`config.mk`:
```
export PLATFORM = sky130hd
export DESIGN_NAME = fifo_uart_tx
export DESIGN_NICKNAME = d
export VERILOG_FILES = /design/src/rtl/fifo_uart_tx.sv
export SDC_FILE = /design/constraint.sdc
export NUM_CORES = 1
export LEC_CHECK = 0
export CAP_MARGIN = 10
export CORE_MARGIN = 1
export CORE_UTILIZATION = 55
export DETAILED_ROUTE_END_ITERATION = 12
export PLACE_DENSITY_LB_ADDON = 0.08
export RECOVER_POWER = 100
export SYNTH_ARGS = -nofsm -noshare
export SYNTH_HDL_FRONTEND = slang
export SYNTH_SLANG_ARGS = --single-unit
export TNS_END_PERCENT = 1
```
`constraint.sdc`:
```
create_clock -name in_clock -period 3.6 [get_ports in_clock]
set_clock_uncertainty 0.05 [all_clocks]
set_input_delay 0.72 -clock in_clock [delete_from_list [all_inputs] [get_ports in_clock]]
set_output_delay 0.72 -clock in_clock [all_outputs]
set_load 0.02 [all_outputs]
```
`src/rtl/fifo_uart_tx.sv`:
```
// FIFO read-side drain: pulls one word whenever the FIFO is non-empty and
// shifts it out as a UART frame (start bit, DATA_WIDTH data bits LSB first, stop bit).
module fifo_uart_tx #(
    parameter int DATA_WIDTH   = 8,
    parameter int CLKS_PER_BIT = 16
) (
    input  logic                  in_clock,
    input  logic                  in_reset,
    input  logic                  in_empty,
    input  logic [DATA_WIDTH-1:0] in_data,
    output logic                  out_take,
    output logic                  out_tx,
    output logic                  out_busy,
    output logic [1:0]            out_state
);

    localparam int BAUD_W = $clog2(CLKS_PER_BIT);
    localparam int BIT_W  = (DATA_WIDTH > 1) ? $clog2(DATA_WIDTH) : 1;

    localparam logic [BAUD_W-1:0] BAUD_LAST = BAUD_W'(CLKS_PER_BIT - 1);
    localparam logic [BIT_W-1:0]  BIT_LAST  = BIT_W'(DATA_WIDTH - 1);

    typedef enum logic [1:0] {
        IDLE  = 2'd0,
        START = 2'd1,
        DATA  = 2'd2,
        STOP  = 2'd3
    } state_t;

    state_t                state, state_n;
    logic [BAUD_W-1:0]     baud, baud_n;
    logic [BIT_W-1:0]      bit_idx, bit_idx_n;
    logic [DATA_WIDTH-1:0] shift, shift_n;
    logic [DATA_WIDTH-1:0] shifted;
    logic                  tx_q, tx_n;
    logic                  take_q, take_n;
    logic                  busy_q, busy_n;
    logic                  baud_last;

    assign baud_last = (baud == BAUD_LAST);
    assign shifted   = shift >> 1;

    always_ff @(posedge in_clock) begin
        if (in_reset) begin
            state   <= IDLE;
            baud    <= '0;
            bit_idx <= '0;
            shift   <= '0;
            tx_q    <= 1'b1;
            take_q  <= 1'b0;
            busy_q  <= 1'b0;
        end else begin
            state   <= state_n;
            baud    <= baud_n;
            bit_idx <= bit_idx_n;
            shift   <= shift_n;
            tx_q    <= tx_n;
            take_q  <= take_n;
            busy_q  <= busy_n;
        end
    end

    always_comb begin
        state_n   = state;
        baud_n    = baud_last ? '0 : baud + 1'b1;
        bit_idx_n = bit_idx;
        shift_n   = shift;
        tx_n      = tx_q;
        take_n    = 1'b0;
        busy_n    = busy_q;

        case (state)
            IDLE: begin
                baud_n = '0;
                tx_n   = 1'b1;
                busy_n = 1'b0;
                if (!in_empty) begin
                    shift_n = in_data;
                    take_n  = 1'b1;
                    tx_n    = 1'b0;
                    busy_n  = 1'b1;
                    state_n = START;
                end
            end
            START: begin
                if (baud_last) begin
                    tx_n      = shift[0];
                    bit_idx_n = '0;
                    state_n   = DATA;
                end
            end
            DATA: begin
                if (baud_last) begin
                    if (bit_idx == BIT_LAST) begin
                        tx_n    = 1'b1;
                        state_n = STOP;
                    end else begin
                        bit_idx_n = bit_idx + 1'b1;
                        shift_n   = shifted;
                        tx_n      = shifted[0];
                    end
                end
            end
            STOP: begin
                // Back-to-back frames: the next word is captured on the stop-bit's last edge.
                if (baud_last) begin
                    if (!in_empty) begin
                        shift_n = in_data;
                        take_n  = 1'b1;
                        tx_n    = 1'b0;
                        state_n = START;
                    end else begin
                        busy_n  = 1'b0;
                        state_n = IDLE;
                    end
                end
            end
            default: begin
                tx_n    = 1'b1;
                busy_n  = 1'b0;
                state_n = IDLE;
            end
        endcase
    end

    assign out_take  = take_q;
    assign out_tx    = tx_q;
    assign out_busy  = busy_q;
    assign out_state = state;

endmodule

```
==> impl_metrics.ini <==
[setup_path]
end_kind = register
cp_data_required_time_ns = 3.76
worstPathMaxFanout = 17
start_kind = register
worstPathArrival_ns = 2.94
crit_type = reg2reg
crit_buf_inv = 1
cp_slowest_cell = a221oi_2
crit_chain = inv_1 > ha_1 > nand2b_1 > a221oi_2 > nor2_1 > a211oi_1
cp_top_family = compound AO/OA/AOI/OAI gates
cp_slowest_stage_delay_ns = 0.86

[timing]
timing.final.crit_period_ns = 2.78
fmax_mhz = 359
worstMarginPinSlew_ns = 0.969
rsz0062_at_grt = no
setup_tns_ns = 0
slew_violations = 0
setup_violations = 0
slew_headroom = 0.354
final-hold-violation-count = 0
fin_crit_sh = 0.773

[finish]
syn_to_final_growth_pct = 16.3
fillCellCount = 154
fin_nets = 139
layout_common_cells = dfxtp_1 (20), nor2_1 (14), mux2i_1 (11)
drive_gt1_frac = 0.0508
stdcell_count = 143
antennaDiodeCount = 0
final_common_cell = dfxtp_1

[power]
power_switching_mw = 0.368
power_frac_seq = 0.381
vdd_ir_drop_max_uv = 563
power.density_nw_per_um2 = 771
clockPowerShare = 0.115
sw_frac_of_total = 0.405
p_leak_nw = 0.455
combPwrFrac = 0.504
cell_internal_pwr_mw = 0.541

[place]
placed_cells = 140
hpwl_um = 1260
gp_congestion = 0.860
io_buffers = 15

[synthesis]
yosys.area_share.xor_xnor = 0.0173
synthSimpleGateAreaFrac = 0.159
synth_seq_cells = 20
ys_types = 32
synth_compound_area_frac = 0.172
yosys_warnings = 0
syn-mean-instance-area_sq_um = 9.73
synth_edf_count = 0
synthArstFlopShare = 0
synth_top_family_by_area = compound AO/OA/AOI/OAI gates
yosysSeqAreaShare = 0.396
synthMuxAreaShare = 0.120
synthesis.area_sq_um = 1010
postSynthCellCount = 104
synth.net_count = 123
synthAdderAreaFrac = 0.0989
synthFlopType = dfxtp_1

[cts]
hold_buffers = 0
ctsResizeCount = 0
htreeDepth = 1
numCtsBuffers = 3
cts_setup_buffers = 0
clock_sink_count = 20
cts_tree = yes
clk_pin_slew_ns = 0.10
cts-root-buf = clkbuf_4
clk_latency_ns = 0.30
clk_path_buf_depth = 2

[routing]
vias = 783
drc = 0
dr.pass1.iters = 4
routed_wl_um = 1770
ant_nets = 0
drtIter0Drc = 17
post_drt_wl_per_cell_um = 12.4
routed_via_density = 5.48

[floorplanning]
start_util = 0.586
rows = 15
core_sq_um = 1730
die_w_um = 44.9
dieArea_sq_um = 2020
dieHeight_um = 44.9
ioPinCount = 16

[run_status]
status = completed

[global_route]
grt_max_degree = 19
grt_pass1_vias = 722
gr-total-overflow = 0
grt_first_pass_wirelength_um = 3110
antenna_found_initial = 0
grt_usage = 0.214

[run]
maxCapViolCount = 0

[hold_path]
hp-class = reg2reg
power groups by stage:
stage	Clock [mW]	Combinational (mW)	Sequential (mW)
final	0.104	0.457	0.346
after global routing	0.116	0.517	0.355
after CTS	0.106	0.485	0.349
after detailed placement	0	0.479	0.354
after global placement	0	0.473	0.351
after floorplan	0	0.356	0.371
cell families (layout without fill, tap and decap cells):
group,Yosys count,after routing
compound gates,21,21
xor+xnor,2,2
fa+ha+maj,8,8
buf+inv,8,22
flops,20,20
mux,12,12
simple gates,33,33
layout make-up:
type / instances / area, sq um / share of cell area
Tap cell: 25 / 31.3 / 0.0266
Timing Repair Buffer: 15 / 150 / 0.128
Clock buffer: 3 / 22.5 / 0.0191
Inverter: 4 / 15.0 / 0.0128
Sequential cell: 20 / 400 / 0.340
Multi-Input combinational cell: 76 / 558 / 0.474
worst paths after layout:
check,startpoint,end,slack [ns],cells after the start
worst min-delay path,baud[0],baud[0],0.41,1
worst min register to register,baud[0],baud[0],0.41,1
worst max-delay path,out_state[0],shift[4],0.82,6
worst max register to register,out_state[0],shift[4],0.82,6
sequential cells by signal, indices dropped and copies added, names as in the netlist:
register / flops
baud: 4
bit_idx: 3
out_busy: 1
out_state: 2
out_take: 1
out_tx: 1
shift: 8
synthesized netlist by cell type (2+ instances only):
library cell | number | area [sq um]
a211oi_1 | 7 | 52.6
a211oi_2 | 2 | 25.0
a21oi_1 | 5 | 25.0
and2_0 | 2 | 12.5
and3_1 | 2 | 12.5
clkbuf_1 | 2 | 7.51
dfxtp_1 | 20 | 400
ha_1 | 8 | 100
inv_1 | 3 | 11.3
mux2i_1 | 11 | 110
nand2_1 | 2 | 7.51
nand2b_1 | 3 | 18.8
nand3_1 | 2 | 10.0
nor2_1 | 14 | 52.6
nor3_1 | 3 | 15.0
or2_1 | 2 | 12.5
through the flow:
stage               area (sq um)  hold WS [ns]  setup WS [ns]   util  total power, mW
CTS                         1190         0.409           1.09  0.691            0.940
finish                      1180         0.406          0.818  0.682            0.908
detailed placement          1170         0.394           1.07  0.678            0.833
floorplan                   1010         0.367           1.59      -            0.727
global placement            1170         0.384           1.08  0.678            0.824
global route                1180         0.446          0.540  0.682            0.989
metal layers:
layer | wire length (um) | part of all wire | vias to the layer above | GRT usage
met5 | 0 | 0 | - | 0
met4 | 30 | 0.017 | 0 | 0.0909
met3 | 53 | 0.030 | 5 | 0.0480
met2 | 849 | 0.48 | 16 | 0.365
met1 | 838 | 0.47 | 359 | 0.260
li1 | - | - | 403 | -
Power figures use the tool's default switching activity.
